[src/rtl/time_set_sequencer.sv]
// -----------------------------------------------------------------------------
// time_set_sequencer
//   Edit/commit controller for the RTC time registers. In IDLE the shadow
//   registers mirror the live RTC readback (out-of-range values load as 0).
//   In EDIT the shadow is frozen and the user steps the selected field with
//   wrap-around. On commit, three BCD register writes (hours, minutes,
//   seconds) are issued over a req/ack handshake. Each write has an ack
//   timeout that aborts the rest of the sequence.
//
// Ports:
//   clk, reset             clock, asynchronous active-low reset
//   btn_set/up/down/       debounced button levels, acted on at rising edge
//   right/left
//   hora_in/min_in/seg_in  live binary time from RTC readback
//   hora_out/min_out/      shadow binary time (hora_out feeds hour converter)
//   seg_out
//   edit_mode, field_sel   EDIT indicator, selected field (0=h, 1=m, 2=s)
//   busy, err              write sequence active, one-cycle timeout pulse
//   wr_req/wr_addr/        register write request, address, packed BCD data
//   wr_data, wr_ack        and acknowledge from the bus interface
// -----------------------------------------------------------------------------
module time_set_sequencer #(
  parameter logic [7:0]  ADDR_HORA   = 8'h23,
  parameter logic [7:0]  ADDR_MIN    = 8'h22,
  parameter logic [7:0]  ADDR_SEG    = 8'h21,
  parameter int unsigned ACK_TIMEOUT = 255
) (
  input  logic       clk,
  input  logic       reset,
  input  logic       btn_set,
  input  logic       btn_up,
  input  logic       btn_down,
  input  logic       btn_right,
  input  logic       btn_left,
  input  logic [4:0] hora_in,
  input  logic [5:0] min_in,
  input  logic [5:0] seg_in,
  output logic [4:0] hora_out,
  output logic [5:0] min_out,
  output logic [5:0] seg_out,
  output logic       edit_mode,
  output logic [1:0] field_sel,
  output logic       busy,
  output logic       err,
  output logic       wr_req,
  output logic [7:0] wr_addr,
  output logic [7:0] wr_data,
  input  logic       wr_ack
);

  // The counter only has to reach ACK_TIMEOUT-1: wr_req is high for
  // exactly ACK_TIMEOUT cycles before a write is abandoned.
  localparam int unsigned CW = (ACK_TIMEOUT < 2) ? 1 : $clog2(ACK_TIMEOUT);
  localparam logic [CW-1:0] CNT_LAST = CW'(ACK_TIMEOUT - 1);

  typedef enum logic [2:0] {
    ST_IDLE = 3'd0,
    ST_EDIT = 3'd1,
    ST_WR_H = 3'd2,
    ST_WR_M = 3'd3,
    ST_WR_S = 3'd4
  } state_t;

  // Binary 0..59 to packed BCD by repeated compare-subtract of ten.
  function automatic logic [7:0] to_bcd(input logic [5:0] value);
    logic [5:0] rem;
    logic [3:0] tens;
    rem  = value;
    tens = 4'd0;
    for (int i = 0; i < 5; i++) begin
      if (rem >= 6'd10) begin
        rem  = rem - 6'd10;
        tens = tens + 4'd1;
      end else begin
        tens = tens;
      end
    end
    return {tens, rem[3:0]};
  endfunction

  // One step up or down within 0..top, wrapping at both ends.
  function automatic logic [5:0] wrap_step(input logic [5:0] value,
                                           input logic [5:0] top,
                                           input logic       up);
    logic [5:0] res;
    if (up) begin
      res = (value >= top) ? 6'd0 : value + 6'd1;
    end else begin
      res = (value == 6'd0) ? top : value - 6'd1;
    end
    return res;
  endfunction

  state_t        state_r, state_nx_s;
  logic [4:0]    btn_s, btn_prev_r, btn_edge_s;
  logic          set_e_s, up_act_s, dn_act_s, right_act_s, left_act_s;
  logic [4:0]    hora_r, hora_nx_s, hora_live_s;
  logic [5:0]    min_r, min_nx_s, min_live_s;
  logic [5:0]    seg_r, seg_nx_s, seg_live_s;
  logic [5:0]    hora_step_s, min_step_s, seg_step_s;
  logic [1:0]    field_r, field_nx_s;
  logic          req_r, req_nx_s;
  logic [7:0]    addr_r, addr_nx_s, data_r, data_nx_s;
  logic [7:0]    tgt_addr_s, tgt_data_s;
  state_t        tgt_next_s;
  logic          err_r, err_nx_s;
  logic          edit_r, busy_r;
  logic [CW-1:0] cnt_r, cnt_nx_s;

  // Rising edges; opposing pairs pressed together cancel each other.
  assign btn_s       = {btn_set, btn_up, btn_down, btn_right, btn_left};
  assign btn_edge_s  = btn_s & ~btn_prev_r;
  assign set_e_s     = btn_edge_s[4];
  assign up_act_s    = btn_edge_s[3] & ~btn_edge_s[2];
  assign dn_act_s    = btn_edge_s[2] & ~btn_edge_s[3];
  assign right_act_s = btn_edge_s[1] & ~btn_edge_s[0];
  assign left_act_s  = btn_edge_s[0] & ~btn_edge_s[1];

  assign hora_live_s = (hora_in > 5'd23) ? 5'd0 : hora_in;
  assign min_live_s  = (min_in  > 6'd59) ? 6'd0 : min_in;
  assign seg_live_s  = (seg_in  > 6'd59) ? 6'd0 : seg_in;

  assign hora_step_s = wrap_step({1'b0, hora_r}, 6'd23, up_act_s);
  assign min_step_s  = wrap_step(min_r, 6'd59, up_act_s);
  assign seg_step_s  = wrap_step(seg_r, 6'd59, up_act_s);

  // Address, data and successor state of the write owned by the current state.
  always_comb begin
    tgt_addr_s = ADDR_HORA;
    tgt_data_s = to_bcd({1'b0, hora_r});
    tgt_next_s = ST_WR_M;
    case (state_r)
      ST_WR_M: begin
        tgt_addr_s = ADDR_MIN;
        tgt_data_s = to_bcd(min_r);
        tgt_next_s = ST_WR_S;
      end
      ST_WR_S: begin
        tgt_addr_s = ADDR_SEG;
        tgt_data_s = to_bcd(seg_r);
        tgt_next_s = ST_IDLE;
      end
      default: begin
        tgt_addr_s = ADDR_HORA;
        tgt_data_s = to_bcd({1'b0, hora_r});
        tgt_next_s = ST_WR_M;
      end
    endcase
  end

  // Next-state and next-value logic for the FSM and its datapath.
  always_comb begin
    state_nx_s = state_r;
    hora_nx_s  = hora_r;
    min_nx_s   = min_r;
    seg_nx_s   = seg_r;
    field_nx_s = field_r;
    req_nx_s   = req_r;
    addr_nx_s  = addr_r;
    data_nx_s  = data_r;
    err_nx_s   = 1'b0;
    cnt_nx_s   = cnt_r;
    case (state_r)
      ST_IDLE: begin
        hora_nx_s = hora_live_s;
        min_nx_s  = min_live_s;
        seg_nx_s  = seg_live_s;
        if (set_e_s) begin
          state_nx_s = ST_EDIT;
        end else begin
          state_nx_s = ST_IDLE;
        end
      end
      ST_EDIT: begin
        if (set_e_s) begin
          state_nx_s = ST_WR_H;
        end else begin
          if (up_act_s || dn_act_s) begin
            case (field_r)
              2'd0:    hora_nx_s = hora_step_s[4:0];
              2'd1:    min_nx_s  = min_step_s;
              2'd2:    seg_nx_s  = seg_step_s;
              default: hora_nx_s = hora_r;
            endcase
          end else begin
            hora_nx_s = hora_r;
          end
          if (right_act_s) begin
            field_nx_s = (field_r >= 2'd2) ? 2'd0 : field_r + 2'd1;
          end else if (left_act_s) begin
            field_nx_s = (field_r == 2'd0) ? 2'd2 : field_r - 2'd1;
          end else begin
            field_nx_s = field_r;
          end
        end
      end
      ST_WR_H, ST_WR_M, ST_WR_S: begin
        // Low wr_req in a write state means this write has not been issued
        // yet; after an ack the state advances in the same cycle, which
        // leaves exactly one low gap cycle before the next request.
        if (!req_r) begin
          req_nx_s  = 1'b1;
          cnt_nx_s  = {CW{1'b0}};
          addr_nx_s = tgt_addr_s;
          data_nx_s = tgt_data_s;
        end else if (wr_ack) begin
          req_nx_s   = 1'b0;
          state_nx_s = tgt_next_s;
        end else if (cnt_r == CNT_LAST) begin
          req_nx_s   = 1'b0;
          err_nx_s   = 1'b1;
          state_nx_s = ST_IDLE;
        end else begin
          cnt_nx_s = cnt_r + CW'(1);
        end
      end
      default: begin
        state_nx_s = ST_IDLE;
        req_nx_s   = 1'b0;
      end
    endcase
  end

  // FSM state register.
  always_ff @(posedge clk or negedge reset) begin
    if (!reset) begin
      state_r <= ST_IDLE;
    end else begin
      state_r <= state_nx_s;
    end
  end

  // Datapath, button history and registered status outputs.
  always_ff @(posedge clk or negedge reset) begin
    if (!reset) begin
      btn_prev_r <= 5'd0;
      hora_r     <= 5'd0;
      min_r      <= 6'd0;
      seg_r      <= 6'd0;
      field_r    <= 2'd0;
      req_r      <= 1'b0;
      addr_r     <= 8'd0;
      data_r     <= 8'd0;
      err_r      <= 1'b0;
      cnt_r      <= {CW{1'b0}};
      edit_r     <= 1'b0;
      busy_r     <= 1'b0;
    end else begin
      btn_prev_r <= btn_s;
      hora_r     <= hora_nx_s;
      min_r      <= min_nx_s;
      seg_r      <= seg_nx_s;
      field_r    <= field_nx_s;
      req_r      <= req_nx_s;
      addr_r     <= addr_nx_s;
      data_r     <= data_nx_s;
      err_r      <= err_nx_s;
      cnt_r      <= cnt_nx_s;
      edit_r     <= (state_nx_s == ST_EDIT);
      busy_r     <= (state_nx_s == ST_WR_H) || (state_nx_s == ST_WR_M) ||
                    (state_nx_s == ST_WR_S);
    end
  end

  assign hora_out  = hora_r;
  assign min_out   = min_r;
  assign seg_out   = seg_r;
  assign field_sel = field_r;
  assign edit_mode = edit_r;
  assign busy      = busy_r;
  assign err       = err_r;
  assign wr_req    = req_r;
  assign wr_addr   = addr_r;
  assign wr_data   = data_r;

endmodule
[config.mk]
export PLATFORM = sky130hd
export DESIGN_NAME = time_set_sequencer
export DESIGN_NICKNAME = d
export VERILOG_FILES = /design/src/rtl/time_set_sequencer.sv
export SDC_FILE = /design/constraint.sdc
export NUM_CORES = 1
export LEC_CHECK = 0
export BUFFER_PORTS_ARGS = -buffer_cell sky130_fd_sc_hd__buf_2
export CAP_MARGIN = 30
export CORE_MARGIN = 2
export CORE_UTILIZATION = 35
export DETAILED_ROUTE_END_ITERATION = 8
export GPL_TIMING_DRIVEN = 0
export SLEW_MARGIN = 20
export SYNTH_ARGS = -nofsm -noshare
export SYNTH_HDL_FRONTEND = slang
export SYNTH_SLANG_ARGS = --single-unit
[constraint.sdc]
create_clock -name clk -period 9 [get_ports clk]
set_input_delay 2.7 -clock clk [delete_from_list [all_inputs] [get_ports clk]]
set_output_delay 2.7 -clock clk [all_outputs]
set_load 0.02 [all_outputs]
==> out/results.tsv, run 1 <==
metric	value	unit
start_util	35.5	%
drc	0	
multi_input_area	0.00497	mm2
max_stage_delay	0.64	ns
cts_tree	built	
grt_max_degree	51	
fmax	0.135	GHz
async_flop_share	100	%
worst_setup_path_end_kind	flop	
cts.clk_slew.worst_paths	0.08	ns
grt_first_pass_wirelength	29700	um
synth_mux_area_share	4.52	%
drv_cap	0	
setup_viol_count_final	0	
synth-xor-area-share	5.81	%
min_period	7.39	ns
crit_fanout	10	
relSlewSlack	43.4	%
cp_common_cell	ha_1	
crit_required	9.25	ns
portBuffers	58	
die_x	141	um
final_antenna_net_count	0	
drv_slew	0	
antenna_found_initial	0	
clkSinkCount	50	
synth.distinct_cells	95	
cp_slowest_cell	a221oi_2	
io_pins	64	
rsz0062_at_grt	no	
netlist_instances	864	
dr_total_vias	6603	
cts_resized	0	
die_h	141	um
cts_hold_buf	0	
tns	0	ns
drt_pass1_iterations	6	
avgSynthCellArea	7.66	um2
avgViaCountPerCell	5.65	
wl_per_cell	15.4	um
grt.overflow.total	0	
synth_compound_area_share	29.2	%
htree_levels	2	
arrival	7.64	ns
period_share	82.1	%
regArea	0.00125	mm2
cp-start-kind	flop	
rows	50	
synth_edf_count	0	
post_cts_buffers	0	
yosys.area_share.simple	25.0	%
hold_viol	0	
drt_iter0_markers	635	
status	finished clean	
cts_buffer_depth	2	
layout.nets	1013	
gp_congestion	0.926	
die-area	0.0200	mm2
synthFlopType	dfrtp_1	
grt_pass1_vias	6089	
ys_warn_count	0	
clk_latency	0.32	ns
cts_root_buffer	clkbuf_16	
drive_gt1_share	14.7	%
cts_buffers	5	
ys_ff_latch	50	
track_usage	17.8	%
path_class	reg -> reg	
wirelength	18000	um
n_fill_cell	1933	
core	0.0186	mm2
synth_top_family_by_area	compound AO/OA/AOI/OAI gates	
dp_hpwl	13800	um
synth_area	0.00662	mm2
worst_slew_pin_slew	0.843	ns
seq_area_frac_synth	18.9	%
synthAdderAreaFrac	10.2	%
min_path_type	reg -> reg	
antenna_cells	0	
skew	0.0169	ns
syn_to_final_growth	11.5	%
stage by stage:
step / hold WS [ns] / instance area (um2) / util, % / std cells / setup WS [ns]
detailed placement: 0.453 / 7220 / 38.7 / 1160 / 1.63
CTS: 0.471 / 7370 / 39.5 / 1168 / 1.59
global route: 0.506 / 7380 / 39.6 / 1169 / 0.990
floorplan: 0.478 / 6630 / - / 868 / 2.49
global placement: 0.449 / 7210 / 38.7 / 1160 / 1.72
finish: 0.464 / 7380 / 39.6 / 1169 / 1.61
synthesized netlist by cell type (all sizes together), types with 9 or more instances:
cell type  number  area share (%)
inv            41             2.3
dfrtp          50              19
xnor2          23             3.0
clkbuf         23             1.3
or2            14             1.3
nand2          93             5.3
nand3          23             1.7
nor3           20             1.9
mux2           12             2.0
a31oi          11             1.0
nand2b         17             1.6
a211oi         12             1.5
a22oi          10             1.1
buf            25             2.5
a21oi          62             4.7
ha             54              10
a221oi         12             2.0
xor2           20             2.8
o22ai          12             1.1
o21a            9             1.0
o21ai          65             4.9
mux2i          16             2.5
or3            12             1.1
nor2           74             4.5
nor2b          18             1.7
cells in the final DEF (no fill, tap or decap), types with 5 or more instances in the layout:
cell,netlist,layout
o211a_1,5,5
a21o_1,5,5
a21oi_1,61,61
a31oi_1,11,11
o21ai_0,60,60
mux2_2,11,11
buf_4,5,7
inv_1,41,41
conb_1,1,5
a211oi_1,10,10
nand3_1,23,23
o21a_1,9,9
nand2b_1,17,17
a221oi_1,9,9
dfrtp_1,50,50
and3_1,6,6
buf_2,14,71
nor3b_1,6,6
nand3b_1,8,8
clkbuf_16,0,5
o22ai_1,12,12
a22oi_1,10,10
o31ai_1,7,7
nand4_1,7,7
or3_1,12,12
nor2b_1,18,18
o21ai_1,5,5
ha_1,54,54
nor3_1,18,18
buf_6,5,5
or2_1,6,6
clkbuf_1,23,23
xnor2_1,23,23
nor2_1,72,72
o211ai_1,5,5
mux2i_1,15,15
nand2_1,92,92
xor2_1,19,19
or2_2,7,7
final timing paths:
check / start / end / slack (ns) / cells past startpoint
max: hora_out[2] / wr_data[3] / 1.61 / 31
min: wr_addr[5] / wr_addr[5] / 0.46 / 1
max reg2reg: hora_out[2] / wr_data[3] / 1.61 / 31
min reg2reg: wr_addr[5] / wr_addr[5] / 0.46 / 1
max in group asynchronous: reset / cnt_r[1] / 6.11 / 1
min in group asynchronous: reset / btn_prev_r[3] / 2.42 / 1
state kept, by name, summed over array words and instances (netlist names):
register and count:
btn_prev_r 5, busy 1, cnt_r 8, edit_mode 1, err 1, field_sel 2, hora_out 5, min_out 6
seg_out 6, state_r 3, wr_addr 3, wr_data 8, wr_req 1
kinds of logic after synthesis:
group	Yosys count
and+or+nand+nor	321
AOI/OAI and AO/OA	277
buffers and inverters	90
adders and majority gates	54
DFF	50
xor gates and xnor gates	43
muxes	28
other	1
area by class of cell:
cell class              instances  share of cell area [%]
clock buffers                   5                    1.70
repair buffers                 59                    4.07
plain buffers                  48                    3.44
multi-input cells             728                    67.3
clock inverters                 3                   0.390
well taps                     234                    3.97
inverters                      42                    2.14
flip-flops and latches         50                    17.0
worst max-delay path: cells and delay by family (launching register included):
| kind | cells | cell delay, ns |
|---|---|---|
| AOI/OAI and AO/OA | 6 | 1.47 |
| buffers and inverters | 4 | 0.71 |
| xor gates and xnor gates | 1 | 0.25 |
| muxes | 3 | 0.99 |
| DFF | 1 | 0.46 |
| and+or+nand+nor | 12 | 2.42 |
| adders and majority gates | 5 | 1.02 |
routing by layer:
layer  global-route usage (%)  wire, um  part of all wire [%]
met5                        0         0                     0
met2                     30.1      8450                    47
met1                     24.1      8720                    48
met3                     2.36       545                   3.0
met4                     4.74       311                   1.7
Power of run 1 is not shown: default switching activity piles up to over one toggle a cycle in this logic, so the estimate is an artifact.
==> inputs of run 2 (changes only) <==
Settings changed: ABC_AREA from default to 1.
Clock period 9 ns to 7.5 ns, I/O delays scaled along.
==> run 2 against run 1 <==
Critical endpoint is now wr_data[6]; cell area fell by 2.6%; count of clock-buffer cells in the layout unchanged; largest cell class unchanged; sequential share of layout area is 0.46 points higher; die area down 2.8%; maximum frequency grew 47%; highest routed layer unchanged.
==> out/results.tsv, run 2 <==
metric	value	unit
avgSynthCellArea	6.62	um2
synth_edf_count	0	
portBuffers	58	
crit_end	wr_data[6]	
drt_iter0_markers	273	
grt.overflow.total	0	
n_fill_cell	1928	
mostFrequentLayoutCell	nand2_1	
cts_buffers	5	
cp_common_cell	nand2_1	
clkSinkCount	50	
netlist_instances	971	
layout.nets	1119	
core	0.0180	mm2
gp_congestion	0.875	
synth.distinct_cells	52	
yosysMostFrequentCell	nand2_1	
arrival	5.22	ns
crit_required	7.69	ns
post-route-util	40.0	%
io_pins	64	
placed_area	0.00702	mm2
cts.clk_slew.worst_paths	0.08	ns
wirelength	15500	um
period_share	67.1	%
drt_pass1_iterations	5	
drv_cap	0	
clk_latency	0.30	ns
min_period	5.03	ns
grt_first_pass_wirelength	27200	um
drive_gt1_share	21.1	%
cts_hold_buf	0	
synthFlopType	dfrtp_1	
rows	49	
worst_slew_pin_slew	0.774	ns
final_antenna_net_count	0	
avgViaCountPerCell	4.88	
die-area	0.0195	mm2
dp_hpwl	12400	um
grt_pass1_vias	5825	
cts_tree	built	
holdWs	0.464	ns
antenna_found_initial	0	
cts_resized	0	
cp-start-kind	flop	
grt_max_degree	51	
hold_viol	0	
cp_top_family	simple AND/OR/NAND/NOR gates	
worstReg2RegStart	min_out[2]	
path_class	reg -> reg	
critPathLaunch	min_out[2]	
drc	0	
dr_total_vias	6199	
cp_slowest_cell	dfrtp_1	
cts_root_buffer	clkbuf_16	
rsz0062_at_grt	no	
postLayoutCellArea	0.00718	mm2
post_cts_buffers	0	
tns	0	ns
synth_area	0.00642	mm2
r2r-end	wr_data[6]	
skew	0.00840	ns
status	finished clean	
seq_area_frac_synth	19.5	%
max_stage_delay	0.55	ns
drv_slew	0	
cts_buffer_depth	2	
track_usage	16.5	%
ys_ff_latch	50	
crit_fanout	9	
min_path_type	reg -> reg	
setup_viol_count_final	0	
layout_common_cells	nand2_1 (229), inv_1 (124), nor2_1 (79)	
relSlewSlack	48.1	%
syn_to_final_growth	11.8	%
ys_warn_count	0	
timing.critical_path.buf_inv	9	
synth_area_leader_cell	dfrtp_1	
synth.top_cell.area_share	19.5	%
die_x	139	um
worstSetupPathDepth	40	
antenna_cells	0	
htree_levels	2	
rrSetupSlack	2.47	ns
synthTopCellsByArea	dfrtp_1 (19%), nand2_1 (13%), ha_1 (11%)	
wl_per_cell	12.2	um
async_flop_share	100	%
rr_worst_depth	40	
synthTopCellsByCount	nand2_1 (229), inv_1 (124), nor2_1 (79)	
die_h	139	um
start_util	35.8	%
fmax	0.199	GHz
worst_setup_path_end_kind	flop	
[run 2: cell count changes in the layout (fill, tap and decap cells not counted), moves of 15 or more]
| cell | change |
|---|---|
| mux2i_1 | -15 |
| nand2_1 | +137 |
| nand4_1 | +31 |
| a21oi_1 | -33 |
| nor2b_1 | -18 |
| nand2b_1 | -17 |
| inv_1 | +83 |
| nand3_1 | +48 |
| nand2_4 | +17 |
| xnor2_1 | -20 |
| inv_2 | +24 |
| clkbuf_1 | -17 |
| nand2_2 | +58 |
[run 2: metal layers]
metal  part of all wire (%)  global-route usage, %
met1                     49                   22.7
met4                    1.6                   3.93
met2                     44                   27.2
met5                      0                      0
met3                    4.8                   2.48
[run 2: cell families after synthesis]
family,share of synthesized area [%]
adders and majority gates,10.5
AOI/OAI and AO/OA,12.0
DFF,19.5
xor gates and xnor gates,2.82
other,0.0584
and+or+nand+nor,44.7
buffers and inverters,10.4
[run 2: layout make-up]
cell class              count  area [um2]  area share, %
plain buffers              16        87.6           1.22
multi-input cells         755        4520           62.9
clock buffers               5         125           1.74
clock inverters             3        40.0          0.557
inverters                 154         581           8.08
flip-flops and latches     50        1250           17.4
well taps                 229         287           3.99
repair buffers             58         293           4.08
[run 2: worst register-to-register path, delay by kind of cell, from the launching register on]
family / cells / cell delay, ns
AND/OR/NAND/NOR: 25 / 2.53
adder cells (fa/ha/maj): 5 / 0.91
buffers and inverters: 9 / 0.70
flip-flops: 1 / 0.55
AO/OA/AOI/OAI: 1 / 0.22
[run 2: worst min-delay path by stage]
| stage | to | from | slack (ns) | cells past startpoint |
|---|---|---|---|---|
| 2_1_floorplan | cnt_r[7] | cnt_r[7] | 0.43 | 1 |
| 3_3_place_gp | wr_addr[5] | wr_addr[5] | 0.45 | 1 |
| 3_5_place_dp | wr_addr[5] | wr_addr[5] | 0.45 | 1 |
| 4_1_cts | cnt_r[7] | cnt_r[7] | 0.47 | 1 |
| 5_1_grt | wr_addr[5] | wr_addr[5] | 0.51 | 1 |
| 6_report | cnt_r[7] | cnt_r[7] | 0.46 | 1 |
[run 2: through the flow]
stage,cells,setup WS (ns)
2_1_floorplan,975,3.01
3_3_place_gp,1262,2.49
3_5_place_dp,1262,2.50
4_1_cts,1270,2.45
5_1_grt,1270,1.76
6_report,1270,2.47
Power of run 2 is left out for the same reason.
